===== src/rtl/fifo_accumulator.sv =====
// Burst accumulator: drains len words from an upstream FIFO
// with 1-cycle read latency and presents their sum via valid/ready.
module fifo_accumulator #(
    parameter int WIDTH     = 32,
    parameter int ACC_WIDTH = 40,
    parameter int LEN_WIDTH = 16
) (
    input  logic                 ck,
    input  logic                 reset,
    input  logic                 start,
    input  logic [LEN_WIDTH-1:0] len,
    input  logic                 fifo_empty,
    output logic                 fifo_read,
    input  logic [WIDTH-1:0]     fifo_data,
    output logic [ACC_WIDTH-1:0] sum,
    output logic                 sum_valid,
    input  logic                 sum_ready,
    output logic                 busy
);

    typedef enum logic [1:0] {
        IDLE,
        DRAIN,
        FLUSH,
        OUT
    } state_t;

    state_t state_q;
    state_t state_d;

    logic [LEN_WIDTH-1:0] len_q;
    logic [LEN_WIDTH-1:0] issued_q;
    logic [LEN_WIDTH-1:0] accepted_q;
    logic [ACC_WIDTH-1:0] acc_q;
    logic [ACC_WIDTH-1:0] acc_d;
    logic                 rd_q;
    logic                 last_issue;
    logic                 last_accept;

    assign acc_d       = acc_q + ACC_WIDTH'(fifo_data);
    assign last_issue  = fifo_read &&
                         (issued_q + LEN_WIDTH'(1) == len_q);
    assign last_accept = rd_q &&
                         (accepted_q + LEN_WIDTH'(1) == len_q);

    always_ff @(posedge ck or negedge reset) begin
        if (!reset) begin
            state_q <= IDLE;
        end else begin
            state_q <= state_d;
        end
    end

    always_comb begin
        state_d = state_q;
        unique case (state_q)
            IDLE: begin
                if (start) begin
                    state_d = (len == '0) ? OUT : DRAIN;
                end
            end
            DRAIN: begin
                if (last_issue) begin
                    state_d = FLUSH;
                end
            end
            FLUSH: begin
                if (last_accept) begin
                    state_d = OUT;
                end
            end
            OUT: begin
                if (sum_ready) begin
                    state_d = IDLE;
                end
            end
            default: state_d = IDLE;
        endcase
    end

    always_comb begin
        fifo_read = (state_q == DRAIN) && !fifo_empty &&
                    (issued_q < len_q);
        busy      = (state_q != IDLE);
    end

    // Data captured on rd_q belongs to the strobe of the previous cycle
    always_ff @(posedge ck or negedge reset) begin
        if (!reset) begin
            len_q      <= '0;
            issued_q   <= '0;
            accepted_q <= '0;
            acc_q      <= '0;
            rd_q       <= 1'b0;
            sum        <= '0;
            sum_valid  <= 1'b0;
        end else begin
            rd_q <= fifo_read;
            if (fifo_read) begin
                issued_q <= issued_q + LEN_WIDTH'(1);
            end
            if (rd_q) begin
                acc_q      <= acc_d;
                accepted_q <= accepted_q + LEN_WIDTH'(1);
            end
            if (state_q == IDLE && start) begin
                len_q      <= len;
                issued_q   <= '0;
                accepted_q <= '0;
                acc_q      <= '0;
                if (len == '0) begin
                    sum       <= '0;
                    sum_valid <= 1'b1;
                end
            end
            if (state_q == FLUSH && last_accept) begin
                sum       <= acc_d;
                sum_valid <= 1'b1;
            end
            if (state_q == OUT && sum_ready) begin
                sum_valid <= 1'b0;
            end
        end
    end

endmodule


===== config.mk =====
export PLATFORM = sky130hd
export DESIGN_NAME = fifo_accumulator
export DESIGN_NICKNAME = d
export VERILOG_FILES = /design/src/rtl/fifo_accumulator.sv
export SDC_FILE = /design/constraint.sdc
export NUM_CORES = 1
export LEC_CHECK = 0
export CAP_MARGIN = 20
export CORE_MARGIN = 4
export CORE_UTILIZATION = 55
export CTS_BUF_LIST = sky130_fd_sc_hd__clkbuf_2 sky130_fd_sc_hd__clkbuf_4 sky130_fd_sc_hd__clkbuf_8
export DETAILED_ROUTE_END_ITERATION = 10
export PLACE_DENSITY = 0.75
export SETUP_SLACK_MARGIN = 0.3
export SYNTH_ARGS = -nofsm -noshare
export SYNTH_HDL_FRONTEND = slang
export SYNTH_SLANG_ARGS = --single-unit
export TNS_END_PERCENT = 5

===== constraint.sdc =====
create_clock -name ck -period 7.8 [get_ports ck]
set_input_delay 1.56 -clock ck [delete_from_list [all_inputs] [get_ports ck]]
set_output_delay 1.56 -clock ck [all_outputs]
set_load 0.1 [all_outputs]

# After elaboration in Yosys (flattened, before gate mapping)
# Index checks and enable logic that the tools add are counted.
[totals]
out_inout_bits = 43
input_bits = 53
reg_bits = 132
[classes]
reduce_logical = 20
muxes = 19
n_lt_le_gt_ge = 1
eq_ne = 9
add_sub_neg = 3
[op_table]
columns = ["operator", "n"]
rows = [
  ["$mux W40", 5],
  ["$mux W16", 4],
  ["$add A40 B32 Y40", 1],
  ["$add A16 B1 Y16 const B", 2],
  ["$eq A16 B16 Y1", 2],
  ["$logic_not A16 Y1", 1],
  ["$lt A16 B16 Y1", 1],
  ["$mux W2", 5],
  ["$reduce_bool A2 Y1", 5],
  ["$ne A2 B2 Y1 const B", 4],
  ["$pmux W2 S4", 1],
  ["$logic_and A1 B1 Y1", 7],
  ["$reduce_bool A3 Y1", 2],
  ["$eq A2 B2 Y1 const B", 2],
  ["$mux W1", 4],
  ["$reduce_and A2 Y1", 2],
  ["$reduce_and A4 Y1", 1],
  ["$eq A2 B1 Y1 const B", 1],
  ["$logic_not A2 Y1", 1],
  ["$logic_not A1 Y1", 1],
]

# Logic depth before layout (Yosys ltp)
# Gate-level depths: netlist of the first run.
[logic_depth]
ltp_word = 6
ltp_mapped = 13
ltp_nobuf = 11

# Worst setup path before layout of the first run
# No wires, ideal clock.
[synth_path]
kind = "in2out"
startpoint = "in fifo_empty"
endpoint = "out fifo_read"
n_path_buf = 1
cell_stages = 4
t_arrival_ps = 3045
slack_ps = 3195
required_time_ps = 6240
cell_sequence = "nor2_1 > o2111ai_1 > a31oi_1 > clkbuf_1"
[synth_via]
elab_chain_cells = 3
[synth_rtl]
columns = ["item", "line_no", "rtl"]
rows = [
  ["start, declared", "12", "input logic fifo_empty,"],
  ["$logic_not A1 Y1", "82", "fifo_read = (state_q == DRAIN) && !fifo_empty &&"],
  ["$logic_and A1 B1 Y1 (2 in series)", "82", ""],
  ["end, declared", "13", "output logic fifo_read,"],
]
# Every way passes these cells.

# Worst setup path in the final report of the first run
# Ends and elaborated chain as after synthesis.

==> run_results.csv, run 1 <==
group,metric,value,unit
status,run_status,"complete, no violations",
timing,tightest_slew,1040,ps
worst_setup_path,crit_path_top_delay_cell,"clkdlybuf4s50_1",
route,drc,0,
worst_setup_path,worst_path_most_repeated_cell,"clkdlybuf4s50_1",
floorplan,coreArea,15300,um2
clocking,clock_sinks,132,
floorplan,die_y,134,um
route,drt-pass1-iter-count,5,
timing,final.min_clock_period,5330,ps
synthesis,syn-cell-area,8680,um2
power,p_leak,4.49,nW
worst_setup_path,reg2reg_slack,4200,ps
synthesis,synth-seq-cells,132,
placed_design,dp_hpwl,15000,um
global_route,gr-total-overflow,0,
clocking,post_cts_resized,0,
global_route,grt_start_max_net_pins,85,
synthesis,syn_avg_cell_area,8.66,um2
clocking,root_buffer,"clkbuf_8",
power,comb_power_share,48.4,%
clocking,cts_buffers,17,
power,switching_share,42.6,%
layout,fillers,1357,
timing,fin_skew,13.5,ps
global_route,grt_pass1_wl,35200,um
route,drtIter0Drc,481,
timing,setup-tns-final,0,ps
worst_setup_path,worst_path_largest_cell_delay,1160,ps
synthesis,ys_seq_area_share,38.1,%
clocking,cts_tree,"built",
placed_design,port_buffers,95,
floorplan,start_util,56.7,%
synthesis,synthArstFlopShare,100,%
worst_setup_path,path_buf_inv,3,
floorplan,dieArea,17900,um2
clocking,cts_setup_buffers,0,
floorplan,die_w,134,um
synthesis,synth-edff-count,0,
placed_design,routabilityCongestion,0.877,
power,p_seq_share,32.1,%
clocking,htree_levels,4,
timing,finalWorstSetupSlack,2470,ps
clocking,path_clk_slew,70,ps
hold_path,hold_path_class,"reg -> reg",
route,vias_per_cell,5.65,
power,clock_power_share,19.5,%
placed_design,pre_cts_slack,2500,ps
timing,setup_viol,0,
floorplan,ios,96,
clocking,clk_latency,450,ps
worst_setup_path,path_cells,"clkdlybuf4s50_1 -> nor2_1 -> o2111ai_1 -> a31oi_1 -> buf_4 -> clkdlybuf4s50_1",
layout,drive_above_1_share,4.71,%
placed_design,dp_cells,1263,
synthesis,syn_nets,1111,
synthesis,synthDistinctLibCells,61,
layout,fin_nets,1180,
synthesis,synthFlopType,"dfrtp_1",
clocking,clk_path_buf_depth,2,
worst_setup_path,crit_family,"buffers and inverters",
power,power_switching,1.25,mW
global_route,grt_pass1_vias,7215,
layout,stdcell_count,1294,
power,internal_power,1.69,mW
timing,hold_viol,0,
floorplan,rows,45,
timing,fin_crit_sh,68.3,%
route,drt-total-wl,20800,um
worst_setup_path,cp_max_fo,14,
layout,diodes,0,
global_route,grtUsageTotal,24.1,%
worst_setup_path,critical_path_class,"in -> out",
layout,syn_to_final_growth,16.4,%
worst_setup_path,arrival,3770,ps
timing,relSlewSlack,30.2,%
global_route,antenna_found_initial,0,
synthesis,ys_warn_count,0,
worst_setup_path,required,6240,ps
timing,fmax,0.188,GHz
route,wire_per_inst,16.1,um
synthesis,synthCells,1002,
route,drtAntennaViolNets,0,
job,maxCapViolations,0,
timing,drv_slew,0,
worst_setup_path,endpoint_kind,"primary output",
route,vias,7314,
power,ir_drop,0.168,mV
power,powerDensity,290,nW/um2
clocking,ctsHoldBuffers,0,
timing,rsz0062_at_grt,"false",
worst_setup_path,critical_path.startpoint_type,"input pin",
synthesized netlist by cell type (all sizes together), types with 3 or more instances:
cell	number	area share [%]
nor3	13	0.75
o211ai	3	0.26
nor2	83	3.6
a21boi	3	0.26
a21o	19	1.6
or3	8	0.58
nand2b	3	0.22
ha	55	7.9
xnor2	54	5.4
a211oi	12	1.1
o21ai	107	6.2
clkbuf	35	1.5
o2111ai	3	0.30
o21a	12	1.0
o21bai	5	0.43
o22ai	4	0.29
mux2i	8	0.92
nand2	99	4.3
and3	14	1.0
or2	3	0.22
nand4	18	1.4
and2	18	1.3
nor4	8	0.75
a21oi	44	2.5
buf	16	1.1
a31oi	11	0.79
o31ai	6	0.52
or4	3	0.26
nand3	62	3.6
xor2	54	5.4
nor3b	6	0.52
dfrtp	132	38
nor2b	19	1.4
inv	38	1.6
worst register-to-register path, stage by stage (launching register included):
cell,delay [ps]
dfrtp_1,440
ha_1,260
nand4_1,210
nor3_1,450
xnor2_1,210
o2111ai_1,170
a211oi_2,290
o2111ai_1,240
or2_2,530
buf_4,360
nand3_1,190
o21ai_0,100
through the flow:
stage	total power [mW]	instance area [um2]	hold slack [ps]	util (%)
after floorplan	2.02	8680	490	-
after global placement	2.33	9720	481	63.4
after detailed placement	2.36	9720	490	63.4
after CTS	2.95	10100	506	66.0
after global routing	3.16	10100	535	66.0
final	2.94	10100	497	66.0
flip-flops by register name (all words and copies together), names as in the netlist:
register    flops
state_q         2
rd_q            1
issued_q       16
len_q          16
acc_q          40
sum_valid       1
accepted_q     16
sum            40
layout by cell type (no fill, tap or decap), drive strengths merged, types with 5 or more instances in the layout:
master         count
and3              14
o21ai            107
clkbuf            21
or3                8
nor3b              6
o21a              12
mux2i              8
nand2             99
nor2              83
clkinv             7
nor2b             19
ha                55
buf                7
a31oi             11
nand4             18
a21o              19
o21bai             5
nand3             62
inv               38
a211oi            12
nor4               8
nor3              13
a21oi             44
o31ai              6
and2              18
xor2              54
xnor2             54
clkdlybuf4s50     94
dfrtp            132
metal layers:
metal	wire length (um)	vias up	global-route usage (%)	share of wire (%)
met5	0	-	0	0
met4	357	0	7.71	1.7
met3	755	30	3.78	3.6
met2	10100	161	40.4	48
met1	9600	3468	32.3	46
li1	-	3655	-	-
power by group through the flow:
stage	Sequential, mW	Combinational [mW]	Clock (mW)
6_report	0.942	1.42	0.573
5_1_grt	0.960	1.59	0.613
2_1_floorplan	0.983	1.03	0
3_3_place_gp	0.951	1.38	0
4_1_cts	0.943	1.42	0.588
3_5_place_dp	0.955	1.40	0
cell families after synthesis:
| family | Yosys count | synth area share [%] |
|---|---|---|
| AND/OR/NAND/NOR | 360 | 20.1 |
| AO/OA/AOI/OAI | 247 | 17.3 |
| flip-flops | 132 | 38.1 |
| XOR/XNOR | 108 | 10.9 |
| buffers and inverters | 89 | 4.24 |
| adder cells (fa/ha/maj) | 56 | 8.16 |
| multiplexers | 10 | 1.23 |
area by class of cell:
class,count,area (um2),share of cell area [%]
multi-input cells,781,5010,49.6
flip-flops and latches,132,3300,32.7
repair buffers,101,997,9.87
clock buffers,21,283,2.80
well taps,211,264,2.61
inverters,38,143,1.41
clock inverters,10,106,1.05
path summary, 6_finish.rpt:
kind / depth (start not counted) / start / end
worst max register to register: 11 / accepted_q[0] / sum[12]
max in group asynchronous: 2 / reset / rd_q
min in group asynchronous: 1 / reset / sum[22]
worst min-delay path: 2 / sum[21] / sum[21]
worst max-delay path: 6 / fifo_empty / fifo_read
worst min register to register: 2 / sum[21] / sum[21]
Note: power is estimated with default switching activity, not from simulation.
==> inputs of run 2 (changes only) <==
clock period = 5 ns   (was 7.8 ns; I/O delays follow)
==> run_results.csv, run 2 (synthesized netlist as in run 1, its figures left out) <==
group,metric,value,unit
route,drt-pass1-iter-count,7,
worst_setup_path,r2r_start,"accepted_q[0]",
layout,stdcell_count,1298,
layout,final_cell_mix,"132 x dfrtp_1, 99 x nand2_1, 93 x clkdlybuf4s50_1",
worst_setup_path,cp_max_fo,7,
timing,drv_slew,0,
layout,drive_above_1_share,5.15,%
worst_setup_path,endpoint_kind,"flop",
placed_design,routabilityCongestion,0.922,
clocking,cts_setup_buffers,0,
clocking,clk_latency,460,ps
timing,tightest_slew,1050,ps
global_route,grt_start_max_net_pins,104,
worst_setup_path,critical_path.startpoint_type,"input pin",
route,drc,0,
floorplan,dieArea,17900,um2
layout,top_regs,"acc_q x40, sum x40",
power,powerDensity,458,nW/um2
clocking,ctsHoldBuffers,0,
clocking,root_buffer,"clkbuf_8",
global_route,grt_pass1_vias,7076,
route,vias_per_cell,5.69,
floorplan,coreArea,15300,um2
placed_design,port_buffers,95,
timing,fmax,0.252,GHz
global_route,antenna_found_initial,0,
route,drtIter0Drc,664,
clocking,post_cts_resized,0,
placed_design,dp_cells,1266,
worst_setup_path,required,5320,ps
timing,fin_crit_sh,79.4,%
worst_setup_path,arrival,4290,ps
layout,syn_to_final_growth,17.3,%
clocking,clk_path_buf_depth,2,
clocking,path_clk_slew,70,ps
global_route,gr-total-overflow,0,
timing,final.min_clock_period,3970,ps
timing,rsz0062_at_grt,"false",
power,ir_drop,0.213,mV
job,maxCapViolations,0,
clocking,cts_tree,"built",
floorplan,rows,45,
floorplan,ios,96,
route,vias,7381,
layout,fillers,1297,
layout,diodes,0,
clocking,htree_levels,4,
timing,setup_viol,0,
clocking,cts_buffers,17,
status,run_status,"complete, no violations",
worst_setup_path,startpoint,"fifo_data[0]",
placed_design,dp_hpwl,15100,um
floorplan,die_w,134,um
timing,setup-tns-final,0,ps
global_route,grtUsageTotal,24.1,%
route,drt-total-wl,20800,um
global_route,grt_pass1_wl,35200,um
power,p_leak,4.52,nW
layout,final_common_cell,"dfrtp_1",
floorplan,die_y,134,um
timing,hold_viol,0,
route,wire_per_inst,16.0,um
hold_path,min_from,"sum[21]",
floorplan,start_util,56.7,%
worst_setup_path,critical_path_class,"in -> reg",
timing,fin_skew,12.3,ps
placed_design,pre_cts_slack,676,ps
layout,fin_nets,1183,
route,drtAntennaViolNets,0,
hold_path,hold_path_class,"reg -> reg",
timing,relSlewSlack,29.9,%
clocking,clock_sinks,132,
timing,finalWorstSetupSlack,1030,ps
## run 2: cell count changes in the layout (fill, tap and decap cells not counted), sizes merged
| cell | previous run | this run |
|---|---|---|
| buf | 7 | 11 |
| clkinv | 7 | 4 |
| clkbuf | 21 | 23 |
| bufinv | 2 | 3 |
| clkdlybuf4s50 | 94 | 93 |
| clkinvlp | 1 | 2 |
## run 2: worst paths after layout
path | to | slack [ps] | cells after the start
worst max-delay path | sum[34] | 1030 | 12
worst min-delay path | sum[21] | 500 | 2
worst max register to register | sum[26] | 1560 | 10
worst min register to register | sum[21] | 500 | 2
max in group asynchronous | issued_q[3] | 3370 | 2
min in group asynchronous | sum[19] | 680 | 1
## run 2: report_power, final
group	internal, mW	switching (mW)
combinational	0.875	1.34
sequential	1.28	0.201
clock	0.554	0.417
## run 2: critical path: stages
cell	delay (ps)
clkdlybuf4s50_1	400
ha_1	240
fa_1	450
a211oi_1	320
o21ai_0	170
o2111a_1	180
o21ai_0	320
a21boi_0	270
o21ai_1	490
a21oi_1	210
xnor2_1	180
o21ai_1	70
## run 2: per-stage QoR
step	util [%]	total power [mW]	hold WS [ps]	cell area, um2
3_5_place_dp	63.7	3.68	490	9750
6_report	66.5	4.66	498	10200
4_1_cts	66.5	4.68	506	10200
3_3_place_gp	63.7	3.64	480	9750
2_1_floorplan	-	3.15	490	8680
5_1_grt	66.5	5.02	530	10200
## run 2: routing by layer
layer  wire, um  part of all wire [%]  GRT usage, %  vias to the layer above
met2       9560                    46          38.1                      202
met4        289                   1.4          6.23                        0
met1       9870                    48          34.2                     3503
met5          0                     0             0                        -
li1           -                     -             -                     3653
met3       1060                   5.1          4.68                       23
## run 2: final cells by class
cell class              instances  area (um2)  share of cell area (%)
clock buffers                  23         304                    2.99
clock inverters                 9         125                    1.23
inverters                      38         143                    1.40
multi-input cells             781        5010                    49.2
flip-flops and latches        132        3300                    32.5
well taps                     211         264                    2.59
repair buffers                104        1030                    10.1
==> inputs of run 3 (changes only) <==
clock period = 3.7 ns   (was 5 ns; I/O delays follow)
==> run_results.csv, run 3 (synthesized netlist as in run 1, its figures left out) <==
group,metric,value,unit
timing,fin_skew,12.6,ps
floorplan,die_w,134,um
route,vias,7438,
timing,hold_viol,0,
layout,fillers,1324,
global_route,grt_pass1_wl,35500,um
worst_setup_path,arrival,2610,ps
route,vias_per_cell,5.61,
layout,final_cell_mix,"132 x dfrtp_1, 99 x nand2_1, 92 x clkdlybuf4s50_1",
clocking,htree_levels,4,
clocking,path_clk_slew,70,ps
timing,finalWorstSetupSlack,351,ps
power,ir_drop,0.375,mV
clocking,ctsHoldBuffers,0,
clocking,clk_path_buf_depth,2,
hold_path,hold_path_class,"in -> async",
floorplan,rows,45,
worst_setup_path,ff2ff_path_depth,11,
placed_design,port_buffers,95,
timing,rsz0062_at_grt,"true",
worst_setup_path,endpoint_kind,"primary output",
layout,fin_nets,1211,
route,drt-total-wl,20900,um
layout,final_common_cell,"dfrtp_1",
layout,top_regs,"acc_q x40, sum x40",
clocking,post_cts_resized,1,
timing,fin_crit_sh,90.5,%
power,p_leak,4.64,nW
worst_setup_path,startpoint,"issued_q[9]",
worst_setup_path,r2r_start,"accepted_q[0]",
clocking,cts_setup_buffers,0,
clocking,cts_tree,"built",
global_route,gr-total-overflow,0,
global_route,grtUsageTotal,24.3,%
timing,setup_viol,0,
worst_setup_path,r2r_end,"sum[20]",
global_route,grt_start_max_net_pins,75,
placed_design,pre_cts_slack,-21.5,ps
power,powerDensity,604,nW/um2
layout,stdcell_count,1326,
clocking,clk_latency,460,ps
clocking,root_buffer,"clkbuf_8",
worst_setup_path,required,2960,ps
timing,tightest_slew,1050,ps
layout,drive_above_1_share,7.80,%
worst_setup_path,reg2reg_slack,470,ps
timing,final.min_clock_period,3350,ps
job,maxCapViolations,0,
placed_design,postPlaceCellArea,9980,um2
floorplan,die_y,134,um
floorplan,ios,96,
route,drt-pass1-iter-count,5,
global_route,grt_pass1_vias,7268,
layout,fin_util,67.6,%
placed_design,dp_cells,1294,
timing,fmax,0.299,GHz
floorplan,start_util,56.7,%
layout,multiInputGateArea,5020,um2
placed_design,routabilityCongestion,0.910,
layout,diodes,0,
placed_design,dp_hpwl,15500,um
worst_setup_path,cp_max_fo,14,
route,drtIter0Drc,506,
worst_setup_path,critical_path.startpoint_type,"flop",
route,drc,0,
route,drtAntennaViolNets,0,
layout,stdcell_area,10400,um2
status,run_status,"complete, no violations",
timing,relSlewSlack,30.1,%
clocking,clock_sinks,132,
layout,syn_to_final_growth,19.3,%
route,wire_per_inst,15.7,um
floorplan,dieArea,17900,um2
global_route,antenna_found_initial,0,
clocking,cts_buffers,17,
layout,final-seq-area,3300,um2
floorplan,coreArea,15300,um2
worst_setup_path,critical_path_class,"reg -> out",
timing,drv_slew,0,
worst_setup_path,crit_end,"fifo_read",
[run 3: cell types whose count changed in the layout (fill, tap and decap cells not counted), moves of 2 or more]
cell / change
buf_12: +2
buf_4: +27
bufinv_16: -3
clkbuf_4: +6
[run 3: final cells by class]
type,count,share of cell area [%]
inverter,38,1.38
multi-input combinational,781,48.5
clock inverter,4,0.218
tap,211,2.55
timing repair buffer,132,12.2
sequential,132,31.9
clock buffer,28,3.24
[run 3: worst max-delay path: stages, from the launching register on]
cell	delay, ps
dfrtp_1	520
ha_1	310
a21o_1	160
a21o_1	180
a21oi_1	190
o2111ai_1	170
a31oi_1	170
buf_4	250
buf_12	200
[run 3: stage by stage]
stage / hold slack, ps / power (mW) / TNS (ps)
5_1_grt: 342 / 6.75 / 0
3_5_place_dp: 490 / 5.11 / -34.8
6_report: 288 / 6.25 / 0
2_1_floorplan: 444 / 4.25 / 0
4_1_cts: 328 / 6.26 / 0
3_3_place_gp: 480 / 5.06 / -6.42
[run 3: power by group]
part           total (mW)  switching [mW]  internal, mW
logic                3.14            1.85          1.30
registers            1.99           0.267          1.73
clock network        1.11           0.542         0.573
total                6.25            2.65          3.60
[run 3: per-layer routing]
layer / part of all wire (%) / vias up / global-route usage (%)
li1: - / 3724 / -
met1: 46 / 3494 / 33.0
met2: 47 / 185 / 39.4
met3: 4.6 / 35 / 4.87
met4: 2.0 / 0 / 7.54
met5: 0 / - / 0
[run 3: worst min-delay path by stage]
stage,from,endpoint,slack [ps],cells past startpoint
floorplan,reset,acc_q[0],440,0
global route,reset,sum[12],340,1
detailed placement,sum[19],sum[19],490,2
finish,reset,sum[12],290,1
CTS,reset,sum[12],330,1
global placement,sum[23],sum[23],480,2
